<file path="src/rtl/stats_pkg.sv">
// Shared types and constants for the stats report serialiser.
// Latency: n/a (types, constants and pure functions only).
// Backpressure: n/a.
// Contents: FSM state encoding, stat snapshot struct, ASCII constants, frame
// lengths for both builds, and the nibble-to-hex / field-tag helpers.
// Build option: STATS_REPORT_CHECKSUM_EN selects the 28-byte checksummed frame.
package stats_pkg;

    typedef enum logic [1:0] {
        ST_IDLE = 2'd0,
        ST_LOAD = 2'd1,
        ST_SEND = 2'd2
    } state_t;

    // Field order matches the order the fields appear on the wire.
    typedef struct packed {
        logic [3:0] hunger;
        logic [4:0] happiness;
        logic [3:0] health;
        logic [3:0] hygiene;
        logic [3:0] energy;
        logic [3:0] social;
    } stats_t;

    localparam logic [7:0] TAG_HUNGER    = 8'h55; // 'U'
    localparam logic [7:0] TAG_HAPPINESS = 8'h41; // 'A'
    localparam logic [7:0] TAG_HEALTH    = 8'h48; // 'H'
    localparam logic [7:0] TAG_HYGIENE   = 8'h59; // 'Y'
    localparam logic [7:0] TAG_ENERGY    = 8'h45; // 'E'
    localparam logic [7:0] TAG_SOCIAL    = 8'h53; // 'S'

    localparam logic [7:0] CH_COMMA = 8'h2C;
    localparam logic [7:0] CH_STAR  = 8'h2A;
    localparam logic [7:0] CH_CR    = 8'h0D;
    localparam logic [7:0] CH_LF    = 8'h0A;

    localparam int FRAME_LEN_PLAIN = 25;
    localparam int FRAME_LEN_CSUM  = 28;
`ifdef STATS_REPORT_CHECKSUM_EN
    localparam int FRAME_LEN = FRAME_LEN_CSUM;
`else
    localparam int FRAME_LEN = FRAME_LEN_PLAIN;
`endif

    // Bytes 0..22 are the six "<tag><hh>" fields plus separators.
    localparam logic [4:0] FIELDS_END = 5'd23;

    function automatic logic [7:0] nibble_to_hex(input logic [3:0] n);
        return (n < 4'd10) ? (8'h30 + {4'h0, n}) : (8'h37 + {4'h0, n});
    endfunction

    function automatic logic [7:0] tag_char(input logic [2:0] field);
        case (field)
            3'd0:    return TAG_HUNGER;
            3'd1:    return TAG_HAPPINESS;
            3'd2:    return TAG_HEALTH;
            3'd3:    return TAG_HYGIENE;
            3'd4:    return TAG_ENERGY;
            default: return TAG_SOCIAL;
        endcase
    endfunction

endpackage

</file>
<file path="src/rtl/hex_ascii.sv">
// Nibble to uppercase ASCII hex digit ('0'-'9', 'A'-'F').
// Latency: purely combinational, zero cycles.
// Backpressure: none.
// Ports: nibble (4-bit value in), ascii (8-bit character out).
module hex_ascii
    import stats_pkg::*;
(
    input  logic [3:0] nibble,
    output logic [7:0] ascii
);

    assign ascii = nibble_to_hex(nibble);

endmodule

</file>
<file path="src/rtl/stats_reporter.sv">
// Snapshots the six pet stats and streams them as one ASCII frame to a UART TX.
// Latency: trigger sampled on edge N -> byte 0 valid after edge N+2; one byte per cycle.
// Backpressure: tx_valid/tx_ready; byte held while stalled, no bubbles between bytes.
// Ports: clk, reset (async, active-high), second (toggle events), request (pulse),
//   hunger/happiness/health/hygiene/energy/social (stats in), tx_data/tx_valid/
//   tx_ready (byte stream out), busy (frame loading or sending).
// Build option: STATS_REPORT_CHECKSUM_EN appends "*<hh>" (XOR of bytes 0..22).
module stats_reporter
    import stats_pkg::*;
#(
    parameter int PERIOD_DIV = 1
)
(
    input  logic       clk,
    input  logic       reset,
    input  logic       second,
    input  logic       request,
    input  logic [3:0] hunger,
    input  logic [4:0] happiness,
    input  logic [3:0] health,
    input  logic [3:0] hygiene,
    input  logic [3:0] energy,
    input  logic [3:0] social,
    output logic [7:0] tx_data,
    output logic       tx_valid,
    input  logic       tx_ready,
    output logic       busy
);

    localparam bit         AUTO_EN  = (PERIOD_DIV > 0);
    localparam logic [3:0] DIV_LAST = AUTO_EN ? 4'(PERIOD_DIV - 1) : 4'd0;
    localparam logic [4:0] LAST_IDX = 5'(FRAME_LEN - 1);

    state_t     state, state_nxt;
    logic       second_q;
    logic [3:0] divider;
    logic       pending;
    stats_t     snap;
    logic [4:0] idx;         // next byte to move into the output register
    logic       all_loaded;  // last byte of the frame is in the output register
    logic       toggle, div_fire, trigger;
    logic       load_slot, last_xfer;
    logic [7:0] field_val, cur_byte, hex_char;
    logic [3:0] nibble;

    assign toggle    = second ^ second_q;
    assign div_fire  = AUTO_EN && toggle && (divider == DIV_LAST);
    assign trigger   = request | div_fire;
    assign busy      = (state != ST_IDLE);

    // The output register refills whenever it is empty or being drained this
    // cycle, which is what keeps the stream free of bubbles.
    assign load_slot = (state == ST_SEND) && (!tx_valid || tx_ready) && !all_loaded;
    assign last_xfer = (state == ST_SEND) && tx_valid && tx_ready && all_loaded;

    always_ff @(posedge clk or posedge reset) begin
        if (reset) begin
            second_q <= 1'b0;
            divider  <= 4'd0;
            pending  <= 1'b0;
        end else begin
            second_q <= second;
            if (AUTO_EN && toggle)
                divider <= div_fire ? 4'd0 : divider + 4'd1;
            // One queued frame at most; triggers while one is queued are lost.
            if (last_xfer && pending)
                pending <= 1'b0;
            else if (busy && trigger)
                pending <= 1'b1;
        end
    end

    always_ff @(posedge clk or posedge reset) begin
        if (reset)
            state <= ST_IDLE;
        else
            state <= state_nxt;
    end

    always_comb begin
        state_nxt = state;
        case (state)
            ST_IDLE: if (trigger) state_nxt = ST_LOAD;
            ST_LOAD: state_nxt = ST_SEND;
            ST_SEND: if (last_xfer) state_nxt = pending ? ST_LOAD : ST_IDLE;
            default: state_nxt = ST_IDLE;
        endcase
    end

    always_ff @(posedge clk or posedge reset) begin
        if (reset) begin
            snap       <= '0;
            idx        <= 5'd0;
            all_loaded <= 1'b0;
            tx_valid   <= 1'b0;
            tx_data    <= 8'h00;
        end else begin
            if (state == ST_LOAD) begin
                snap       <= {hunger, happiness, health, hygiene, energy, social};
                idx        <= 5'd0;
                all_loaded <= 1'b0;
            end
            if (load_slot) begin
                tx_data  <= cur_byte;
                tx_valid <= 1'b1;
                if (idx == LAST_IDX)
                    all_loaded <= 1'b1;
                else
                    idx <= idx + 5'd1;
            end else if (last_xfer) begin
                tx_valid <= 1'b0;
            end
        end
    end

`ifdef STATS_REPORT_CHECKSUM_EN
    logic [7:0] csum;

    // Running XOR of the field bytes as they enter the output register; it is
    // complete by the time the checksum digits are fetched.
    always_ff @(posedge clk or posedge reset) begin
        if (reset)
            csum <= 8'h00;
        else if (state == ST_LOAD)
            csum <= 8'h00;
        else if (load_slot && (idx < FIELDS_END))
            csum <= csum ^ cur_byte;
    end
`endif

    // Field bytes come in groups of four: tag, high digit, low digit, comma.
    always_comb begin
        field_val = 8'h00;
        case (idx[4:2])
            3'd0:    field_val = {4'h0, snap.hunger};
            3'd1:    field_val = {3'h0, snap.happiness};
            3'd2:    field_val = {4'h0, snap.health};
            3'd3:    field_val = {4'h0, snap.hygiene};
            3'd4:    field_val = {4'h0, snap.energy};
            3'd5:    field_val = {4'h0, snap.social};
            default: field_val = 8'h00;
        endcase
        nibble = idx[0] ? field_val[7:4] : field_val[3:0];
`ifdef STATS_REPORT_CHECKSUM_EN
        if (idx == 5'd24)
            nibble = csum[7:4];
        else if (idx == 5'd25)
            nibble = csum[3:0];
`endif
    end

    hex_ascii u_hex (
        .nibble (nibble),
        .ascii  (hex_char)
    );

    always_comb begin
        cur_byte = CH_LF;
        if (idx < FIELDS_END) begin
            case (idx[1:0])
                2'd0:    cur_byte = tag_char(idx[4:2]);
                2'd1,
                2'd2:    cur_byte = hex_char;
                default: cur_byte = CH_COMMA;
            endcase
        end else begin
`ifdef STATS_REPORT_CHECKSUM_EN
            case (idx)
                5'd23:   cur_byte = CH_STAR;
                5'd24,
                5'd25:   cur_byte = hex_char;
                5'd26:   cur_byte = CH_CR;
                default: cur_byte = CH_LF;
            endcase
`else
            cur_byte = (idx == 5'd23) ? CH_CR : CH_LF;
`endif
        end
    end

endmodule

</file>
<file path="config.mk">
export PLATFORM = sky130hd
export DESIGN_NAME = stats_reporter
export DESIGN_NICKNAME = d
export VERILOG_FILES = /design/src/rtl/stats_pkg.sv /design/src/rtl/hex_ascii.sv /design/src/rtl/stats_reporter.sv
export SDC_FILE = /design/constraint.sdc
export NUM_CORES = 1
export LEC_CHECK = 0
export ABC_AREA = 1
export ABC_CLOCK_PERIOD_IN_PS = 2200
export CAP_MARGIN = 20
export CORE_ASPECT_RATIO = 0.75
export CORE_UTILIZATION = 38
export DETAILED_ROUTE_END_ITERATION = 8
export PLACE_DENSITY = 0.63
export SYNTH_ARGS = -nofsm -noshare
export SYNTH_HDL_FRONTEND = slang
export SYNTH_SLANG_ARGS = --single-unit
</file>
<file path="constraint.sdc">
create_clock -name clk -period 2.2 [get_ports clk]
set_input_delay 0.22 -clock clk [delete_from_list [all_inputs] [get_ports clk]]
set_output_delay 0.22 -clock clk [all_outputs]
set_load 0.02 [all_outputs]
</file>
**After elaboration in Yosys (flattened, before gate mapping)**

Cells that the tools add are included.

- Add/sub/neg operators: 4
- Order comparisons: 2
- Equal/unequal tests: 13
- Muxes and demuxes: 22
- Bitwise logic cells: 2
- Reduce and logical (&&, ||, !) cells: 20

Operator list:

| operator | count |
|---|---|
| $pmux 5 s6 | 1 |
| $pmux 5 s5 | 1 |
| $mux 8 | 2 |
| $pmux 8 s2 | 1 |
| $mux 5 | 3 |
| $add 6x4->7 const A | 2 |
| $eq 5x5->1 const B | 2 |
| $logic_and 1x1->1 | 8 |
| $mux 1 | 8 |
| $mux 4 | 2 |
| $eq 3x2->1 const B | 2 |
| $eq 3x3->1 const B | 2 |
| $pmux 2 s3 | 1 |
| $reduce_bool 2->1 | 3 |
| $add 5x1->5 const B | 1 |
| $lt 5x5->1 const B | 1 |
| $add 4x1->4 const B | 1 |
| $eq 2x1->1 const B | 2 |
| $eq 2x2->1 const B | 2 |
| $logic_not 2->1 | 2 |
| $logic_not 4->1 | 1 |
| $lt 4x4->1 const B | 1 |
| $mux 2 | 2 |
| $ne 2x2->1 const B | 2 |
| other kinds (9) | 10 |

- Flip-flop bits (word level): 48
- Bits of input ports: 30
- Output and inout port bits: 10
- Logic and storage cells: 77

**Logic depth before layout (Yosys ltp)**

Gate-level depths: netlist (run 1).

- Depth in word-level cells: 7
- Gate-level depth with buffers: 16
- Gate-level depth less buffers: 16

**Modules after synthesis**

Synthesis (run 1) repeated with hierarchy kept, for this count alone.

- Cell total of the unflattened synthesis: 359
- Area, all modules: 2603.7 µm²

By module, submodules not included:

| module | instances | cells each | area an instance (µm²) | sequential area each (µm²) |
|---|---|---|---|---|
| stats_reporter | 1 | 334 | 2479.9 | 1201.2 |
| hex_ascii | 1 | 25 | 123.9 | 0.0 |

**Worst setup path after synthesis (run 1)**

No wires, ideal clock.

- Path type: register to register
- From: reg idx[3]
- To: reg tx_data[1]
- Setup time: 0.120 ns
- Arrival time: 1.656 ns
- Required time: 2.080 ns
- Path slack: 0.423 ns
- Cell stages (with the launch flop): 16
- Path buffers: 1
- Period minus slack after synthesis: 1.777 ns
- Cell sequence: dfrtp_1 > buf_2 > nor2_4 > nand3_1 > o21ai_0 > inv_1 > nand2_1 > nand2_1 > nand2_1 > inv_1 > ha_1 > nand3_1 > nand3_1 > nand2_1 > nand3_1 > nand2_1

- Word-level cells in the longest chain between the ends: 7
- Elaborated cells on any way between the ends: 18
- Classes of those cells: 2 x add/sub; 2 x order compare; 6 x eq/ne; 7 x mux; 1 x reduce/logical

RTL lines:

| what | line | source |
|---|---|---|
| start, declared | stats_reporter.sv:39 | `logic [4:0] idx;` |
| start signal, assigned | stats_reporter.sv:109 | `idx <= idx + 5'd1;` |
| $eq 3x3->1, or another cell as far along | stats_reporter.sv:134 | `case (idx[4:2])` |
| $pmux 5 s6 | stats_reporter.sv:134 |  |
| $mux 4 | stats_reporter.sv:143 | `nibble = idx[0] ? field_val[7:4] : field_val[3:0];` |
| $add 6x4->7 or $lt 4x4->1 (tied branches) | stats_pkg.sv:49 | `return (n < 4'd10) ? (8'h30 + {4'h0, n}) : (8'h37 + {4'h0, n});` |
| $mux 8 | stats_pkg.sv:49 |  |
| $pmux 8 s2 | stats_reporter.sv:160 | `case (idx[1:0])` |
| $mux 8 (*) | stats_reporter.sv:159 | `if (idx < FIELDS_END) begin` |
| end signal, assigned | stats_reporter.sv:104 | `tx_data <= cur_byte;` |
| end, declared | stats_reporter.sv:24 | `output logic [7:0] tx_data,` |

Every way passes the cells marked *; elsewhere a longest branch is shown, timed or not.
A chain may end at the register's enable or synchronous reset.

**Worst setup path in the final report (run 1)**

- From: reg idx[4]
- To: reg tx_data[4]

The elaborated chain is that of the path after synthesis.

==> summary.md, run 1 <==
| Metric | Value |
|---|---|
| Status | complete, no violations |
| Iteration count of the initial detailed-routing pass | 4 |
| Syn avg cell area | 7.57 sq um |
| Final wirelength | 5380 microns |
| Initial Utilization | 40.7% |
| Die Span Y | 71.3 microns |
| Vias in the first global route | 1958 |
| Share of cells above drive strength 1 | 7.14% |
| Final Hold Fails | 0 |
| Crit. End Element | flip-flop |
| Crit path top cell by count | nand2_1 |
| Post-synth top flop | dfrtp_1 |
| Pint | 2.15 mW |
| Synth warn | 0 |
| # IOs | 40 |
| Final setup TNS | 0 ns |
| FFs w/ async S/R, synth | 100% |
| Iteration-0 DRC Markers | 168 |
| Final core utilization | 50.5% |
| Clock transition at the registers of the reported paths | 0.08 ns |
| TritonCTS Buffers | 5 |
| FF-to-FF Start | idx[4] |
| FMAX | 499 MHz |
| Final antenna-violating net count | 0 |
| Fill cells | 575 |
| DR vias/cell | 4.83 |
| Final Wtd Congestion | 0.975 |
| Critical path's slowest cell | dfrtp_2 |
| Gr usage total | 18.4% |
| Tot Pwr | 3.78 mW |
| Initial antenna violation count | 0 |
| # rows | 24 |
| Critical path class | flip-flop to flip-flop |
| Measured slew at the worst slew-check pin | 0.671 ns |
| Crit path cell chain | inv_1 -> buf_4 -> nand4_1 -> nand2_1 -> nor2_1 -> nand2_1 -> nand2_1 -> nand2_1 -> inv_1 -> ha_1 -> a21oi_1 -> o22ai_1 -> nand2_1 -> nand2_1 |
| Clock sink count | 47 |
| WL/cell | 12.2 microns |
| Sequential power share | 39.2% |
| #FFs+latches synth | 47 |
| RSZ-0062 raised after global routing | yes |
| Die ar. | 6720 sq um |
| Max VDD drop | 0.380 mV |
| Minimum clock period | 2.00 ns |
| Critical Path Source | idx[4] |
| Fin nets | 400 |
| Top delay family on crit path | simple AND/OR/NAND/NOR gates |
| HP Class | input pin to asynchronous set/reset pin |
| Post-synth EDFFs | 0 |
| Library cells used by synthesis | 31 |
| Clk network pwr share | 12.8% |
| DPL Wire Length | 4110 microns |
| Most frequent cells in the layout | 120 x nand2_1, 45 x dfrtp_1, 38 x clkdlybuf4s50_1 |
| Combinational power share | 48.0% |
| Net Count, Synth | 356 |
| Largest net degree at the start of global routing | 31 |
| Pins Over Slew Limit | 0 |
| Core ar. | 5980 sq um |
| WP data required | 2.39 ns |
| Synth Instances | 321 |
| Worst relative slew slack | 55.0% |
| Final count of negative-setup-slack endpoints | 0 |
| Die Width | 94.3 microns |
| CTS tree | yes |
| Sequential share of the synthesized area | 48.4% |
| Area grow syn2layout | 24.2% |
| # DRC | 0 |
| Startpoint Class | flip-flop |
| Cell area after synthesis | 2430 sq um |
| Post-CTS Setup Bufs | 0 |
| IO Port Bufs | 38 |
| Clock Latency Late Sink | 0.29 ns |
| Setup Skew | 0.00778 ns |
| First-pass GRT wire length | 9490 microns |
| Slowest cell delay on critical path | 0.46 ns |
| Critical path arrival | 2.20 ns |
| WHS | 0.246 ns |
| Ant. Diodes | 0 |
| Crit-path max FO | 7 |
| Grt ovf | 0 |
| Sw Share | 43.0% |
| Clock H-tree levels | 2 |
| Pleak | 1.52 nW |
| Max_cap viols | 0 |
| Max clock buf depth | 2 |
| Buf/Inv on CP | 3 |
| PwrDens | 1250 nW/um^2 |
| Most common cell after layout, fill and taps aside | nand2_1 |
| Via count | 2133 |
| Clk root buf | clkbuf_8 |
| Final cycle utilization of the critical path | 91.1% |
| Sw Pwr | 1.62 mW |
## layout make-up
cell class | instances | area [sq um] | share of cell area [%]
Sequential cell | 47 | 1180 | 39.1
Multi-Input combinational cell | 227 | 1070 | 35.4
Timing Repair Buffer | 47 | 460 | 15.3
Inverter | 37 | 139 | 4.60
Tap cell | 78 | 97.6 | 3.24
Clock buffer | 6 | 72.6 | 2.41
## worst paths after layout
path,to,slack (ns),cells after the start
max,tx_data[4],0.20,14
min,snap[23],0.25,2
max reg2reg,tx_data[4],0.20,14
min reg2reg,snap[21],0.48,2
max in group asynchronous,idx[4],1.43,3
min in group clk,second_q,0.42,1
## power by group through the flow
stage	Combinational, mW	Sequential (mW)	Clock, mW
final	1.81	1.48	0.483
after CTS	1.82	1.48	0.495
after global routing	2.10	1.52	0.534
after global placement	1.80	1.49	0
after floorplan	1.21	1.50	0
after detailed placement	1.81	1.50	0
## synthesized netlist by cell type (2+ instances only)
master | number | area, sq um
nor2_1 | 17 | 63.8
nand4_1 | 8 | 50.1
o21ai_1 | 4 | 20.0
o22ai_1 | 2 | 12.5
nor3_1 | 6 | 30.0
nand2_1 | 120 | 450
inv_1 | 35 | 131
clkbuf_1 | 5 | 18.8
o21ai_0 | 15 | 75.1
a21oi_1 | 10 | 50.1
dfrtp_1 | 47 | 1180
buf_4 | 2 | 15.0
ha_1 | 5 | 62.6
nand2_2 | 2 | 12.5
buf_2 | 3 | 15.0
nand3_1 | 24 | 120
xor2_1 | 2 | 17.5
## sequential cells by signal (all words and copies together) (netlist names)
register and flops:
divider 4, snap 25, tx_data 7, second_q 1, idx 5, pending 1, tx_valid 1, state 2
all_loaded 1
## logic make-up (layout without fill, tap and decap cells)
logic type	after synthesis	after routing	synth area share (%)
simple gates	181	181	31.3
flops	47	47	48.4
buf+inv	47	90	7.72
compound gates	37	37	8.75
fa+ha+maj	5	5	2.57
xor+xnor	3	3	1.08
other cells	1	1	0.154
## worst reg2reg max path: cells and delay by family, from the launching register on
| kind | cells | cell delay, ns |
|---|---|---|
| adder cells (fa/ha/maj) | 1 | 0.19 |
| AO/OA/AOI/OAI | 2 | 0.29 |
| AND/OR/NAND/NOR | 8 | 0.57 |
| flip-flops | 1 | 0.46 |
| buffers and inverters | 3 | 0.40 |
## layer usage
layer	vias up	track usage [%]	routed length [microns]
met5	-	0	0
met2	59	27.3	2300
met4	0	4.10	23
li1	1109	-	-
met3	2	3.82	278
met1	963	27.5	2770
## per-stage QoR
step           instance area (sq um)  setup slack (ns)  instances
5_1_grt                         3020          -0.00545        442
2_1_floorplan                   2430             0.423        321
6_report                        3020             0.196        442
4_1_cts                         3010             0.120        442
3_3_place_gp                    2940             0.178        436
3_5_place_dp                    2940             0.137        436
## timing repair
| item | 4_1_cts | 5_1_grt |
|---|---|---|
| hold buffers | 0 | 0 |
| resized for setup | 0 | 3 |
| endpoints found under the setup margin | 0 | 5 |
| hold endpoints to repair | 0 | 0 |
Power figures use the tool's default switching activity.
==> inputs of run 2 (changes only) <==
Settings changed: CORE_UTILIZATION 38 to 53, PLACE_DENSITY 0.63 to 0.82.
==> run 2 against run 1 <==
Final cell count is 4.8% lower. Worst hold slack better by 0.13 ns. Largest power group unchanged. Critical path depth is 2 higher. Sequential power hardly changed. Sequential share of layout area is 0.41 points higher. Global-route usage is 7.1 points higher. Die area is 28% lower. Non-clock buffer count stayed put.
==> summary.md, run 2 (synthesis gave the netlist of run 1 again) <==
| Metric | Value |
|---|---|
| DR vias/cell | 5.21 (was 4.83) |
| Crit-path max FO | 9 (was 7) |
| Final wirelength | 5370 microns (was 5380 microns) |
| Final antenna-violating net count | 0 (unchanged) |
| Measured slew at the worst slew-check pin | 0.571 ns (was 0.671 ns) |
| Grt met3 use | 5.71% (was 3.82%) |
| Share of cells above drive strength 1 | 7.10% (was 7.14%) |
| Die Width | 80.2 microns (was 94.3 microns) |
| PnR worst setup slack | 0.233 ns (was 0.196 ns) |
| Die ar. | 4860 sq um (was 6720 sq um) |
| Clock transition at the registers of the reported paths | 0.09 ns (was 0.08 ns) |
| Most common cell after layout, fill and taps aside | nand2_1 (unchanged) |
| Setup Skew | 0.00494 ns (was 0.00778 ns) |
| Status | complete, no violations (unchanged) |
| Max clock buf depth | 2 (unchanged) |
| Final cycle utilization of the critical path | 89.4% (was 91.1%) |
| Initial antenna violation count | 0 (unchanged) |
| Die Span Y | 60.6 microns (was 71.3 microns) |
| Via count | 2192 (was 2133) |
| Startpoint Class | flip-flop (unchanged) |
| PwrDens | 1290 nW/um^2 (was 1250 nW/um^2) |
| Iteration count of the initial detailed-routing pass | 5 (was 4) |
| WP data required | 2.40 ns (was 2.39 ns) |
| Max_cap viols | 0 (unchanged) |
| Core ar. | 4230 sq um (was 5980 sq um) |
| Crit. End Element | flip-flop (unchanged) |
| HP Class | input pin to asynchronous set/reset pin (unchanged) |
| FMAX | 508 MHz (was 499 MHz) |
| Grt ovf | 0 (unchanged) |
| CTS tree | yes (unchanged) |
| Critical path arrival | 2.17 ns (was 2.20 ns) |
| DPL Wire Length | 3930 microns (was 4110 microns) |
| Combinational power share | 47.9% (was 48.0%) |
| Gr usage total | 25.5% (was 18.4%) |
| Busiest layer in global routing | met2 (was met1) |
| Post-CTS Setup Bufs | 0 (unchanged) |
| WL/cell | 12.7 microns (was 12.2 microns) |
| # IOs | 40 (unchanged) |
| Clk network pwr share | 13.4% (was 12.8%) |
| Area grow syn2layout | 22.9% (was 24.2%) |
| Max VDD drop | 0.714 mV (was 0.380 mV) |
| Final count of negative-setup-slack endpoints | 0 (unchanged) |
| Critical path class | flip-flop to flip-flop (unchanged) |
| Iteration-0 DRC Markers | 263 (was 168) |
| Most frequent cells in the layout | 120 x nand2_1, 45 x dfrtp_1, 38 x clkdlybuf4s50_1 (unchanged) |
| Top reg by flops | snap (unchanged) |
| Initial Utilization | 57.5% (was 40.7%) |
| Largest net degree at the start of global routing | 48 (was 31) |
| Clock sink count | 47 (unchanged) |
| Final Hold Fails | 0 (unchanged) |
| Pleak | 1.52 nW (about the same) |
| Worst relative slew slack | 61.9% (was 55.0%) |
| Fin nets | 400 (unchanged) |
| Met2 global-route usage | 41.0% (was 27.3%) |
| Sw Pwr | 1.67 mW (was 1.62 mW) |
| Clock Latency Late Sink | 0.30 ns (was 0.29 ns) |
| WHS | 0.374 ns (was 0.246 ns) |
| IO Port Bufs | 38 (unchanged) |
| Clk root buf | clkbuf_8 (unchanged) |
| # DRC | 0 (unchanged) |
| Pre-CTS WS | 0.146 ns (was 0.137 ns) |
| Final setup TNS | 0 ns (unchanged) |
| TritonCTS Buffers | 5 (unchanged) |
| Final Wtd Congestion | 0.961 (was 0.975) |
| Hold_buf cts | 0 (unchanged) |
| Sequential power share | 38.8% (was 39.2%) |
| Max FFs per register | 25 (unchanged) |
| Pint | 2.17 mW (was 2.15 mW) |
| DP Cell Count | 413 (was 436) |
| Vias in the first global route | 2070 (was 1958) |
| First-pass GRT wire length | 9310 microns (was 9490 microns) |
| Final Non-Filler Cells | 421 (was 442) |
| Clock H-tree levels | 2 (unchanged) |
| RSZ-0062 raised after global routing | no (was yes) |
| CTS resizes | 0 (unchanged) |
| # rows | 20 (was 24) |
| Top flop regs | snap x25, tx_data x7, idx x5 (unchanged) |
| Sw Share | 43.5% (was 43.0%) |
| Pins Over Slew Limit | 0 (unchanged) |
| Ant. Diodes | 0 (unchanged) |
| Fill cells | 359 (was 575) |
| Met1 Usage GRT | 35.3% (was 27.5%) |
| Final core utilization | 70.6% (was 50.5%) |
| Minimum clock period | 1.97 ns (was 2.00 ns) |
==> run 2: cell types whose count changed in the layout (fill, tap and decap cells not counted), sizes merged <==
cell / before / now
clkinv: 2 / 3
clkinvlp: 0 / 1
==> run 2: area by class of cell <==
type	instances	area, sq um	area share (%)
Multi-Input combinational cell	227	1070	35.7
Clock inverter	2	12.5	0.419
Timing Repair Buffer	47	448	15.0
Sequential cell	47	1180	39.5
Tap cell	55	68.8	2.31
Clock buffer	6	72.6	2.43
Inverter	37	139	4.65
==> run 2: per-stage QoR <==
stage,power (mW),instance area (sq um)
6_report,3.85,2990
2_1_floorplan,2.71,2430
4_1_cts,3.84,2980
3_3_place_gp,3.28,2900
5_1_grt,4.19,2990
3_5_place_dp,3.32,2900
==> run 2: worst max-delay path, stage by stage, from the launching register on <==
cell and delay (ns):
dfrtp_2 0.50, inv_1 0.12, buf_4 0.17, nand4_1 0.08, nand2_1 0.05, nor2_1 0.12
nand2_1 0.07, nand2_1 0.12, nand2_2 0.10, nand2_2 0.11, nand2_1 0.07, nand3_1 0.07
nand2_1 0.06, nand2_1 0.06, nand2_1 0.06, nand2_1 0.06, nand2_1 0.04
==> run 2: final timing paths <==
check | from | endpoint | slack, ns | cells past startpoint
setup / recovery | idx[3] | tx_data[0] | 0.23 | 16
hold / removal | reset | divider[0] | 0.37 | 3
hold reg to reg | tx_data[2] | tx_data[2] | 0.48 | 2
max in group asynchronous | reset | idx[3] | 1.41 | 3
setup reg to reg | idx[3] | tx_data[0] | 0.23 | 16
min in group clk | second | second_q | 0.42 | 1
==> run 2: power by group through the flow <==
stage,Sequential (mW),Clock (mW),Combinational (mW)
floorplan,1.50,0,1.21
detailed placement,1.50,0,1.82
global route,1.53,0.557,2.11
global placement,1.49,0,1.80
CTS,1.48,0.523,1.83
finish,1.49,0.514,1.84
==> run 2: metal layers <==
metal / wire length [microns] / up-vias
met4: 57 / 0
met5: 0 / -
met2: 2440 / 93
met1: 2470 / 978
li1: - / 1109
met3: 395 / 12
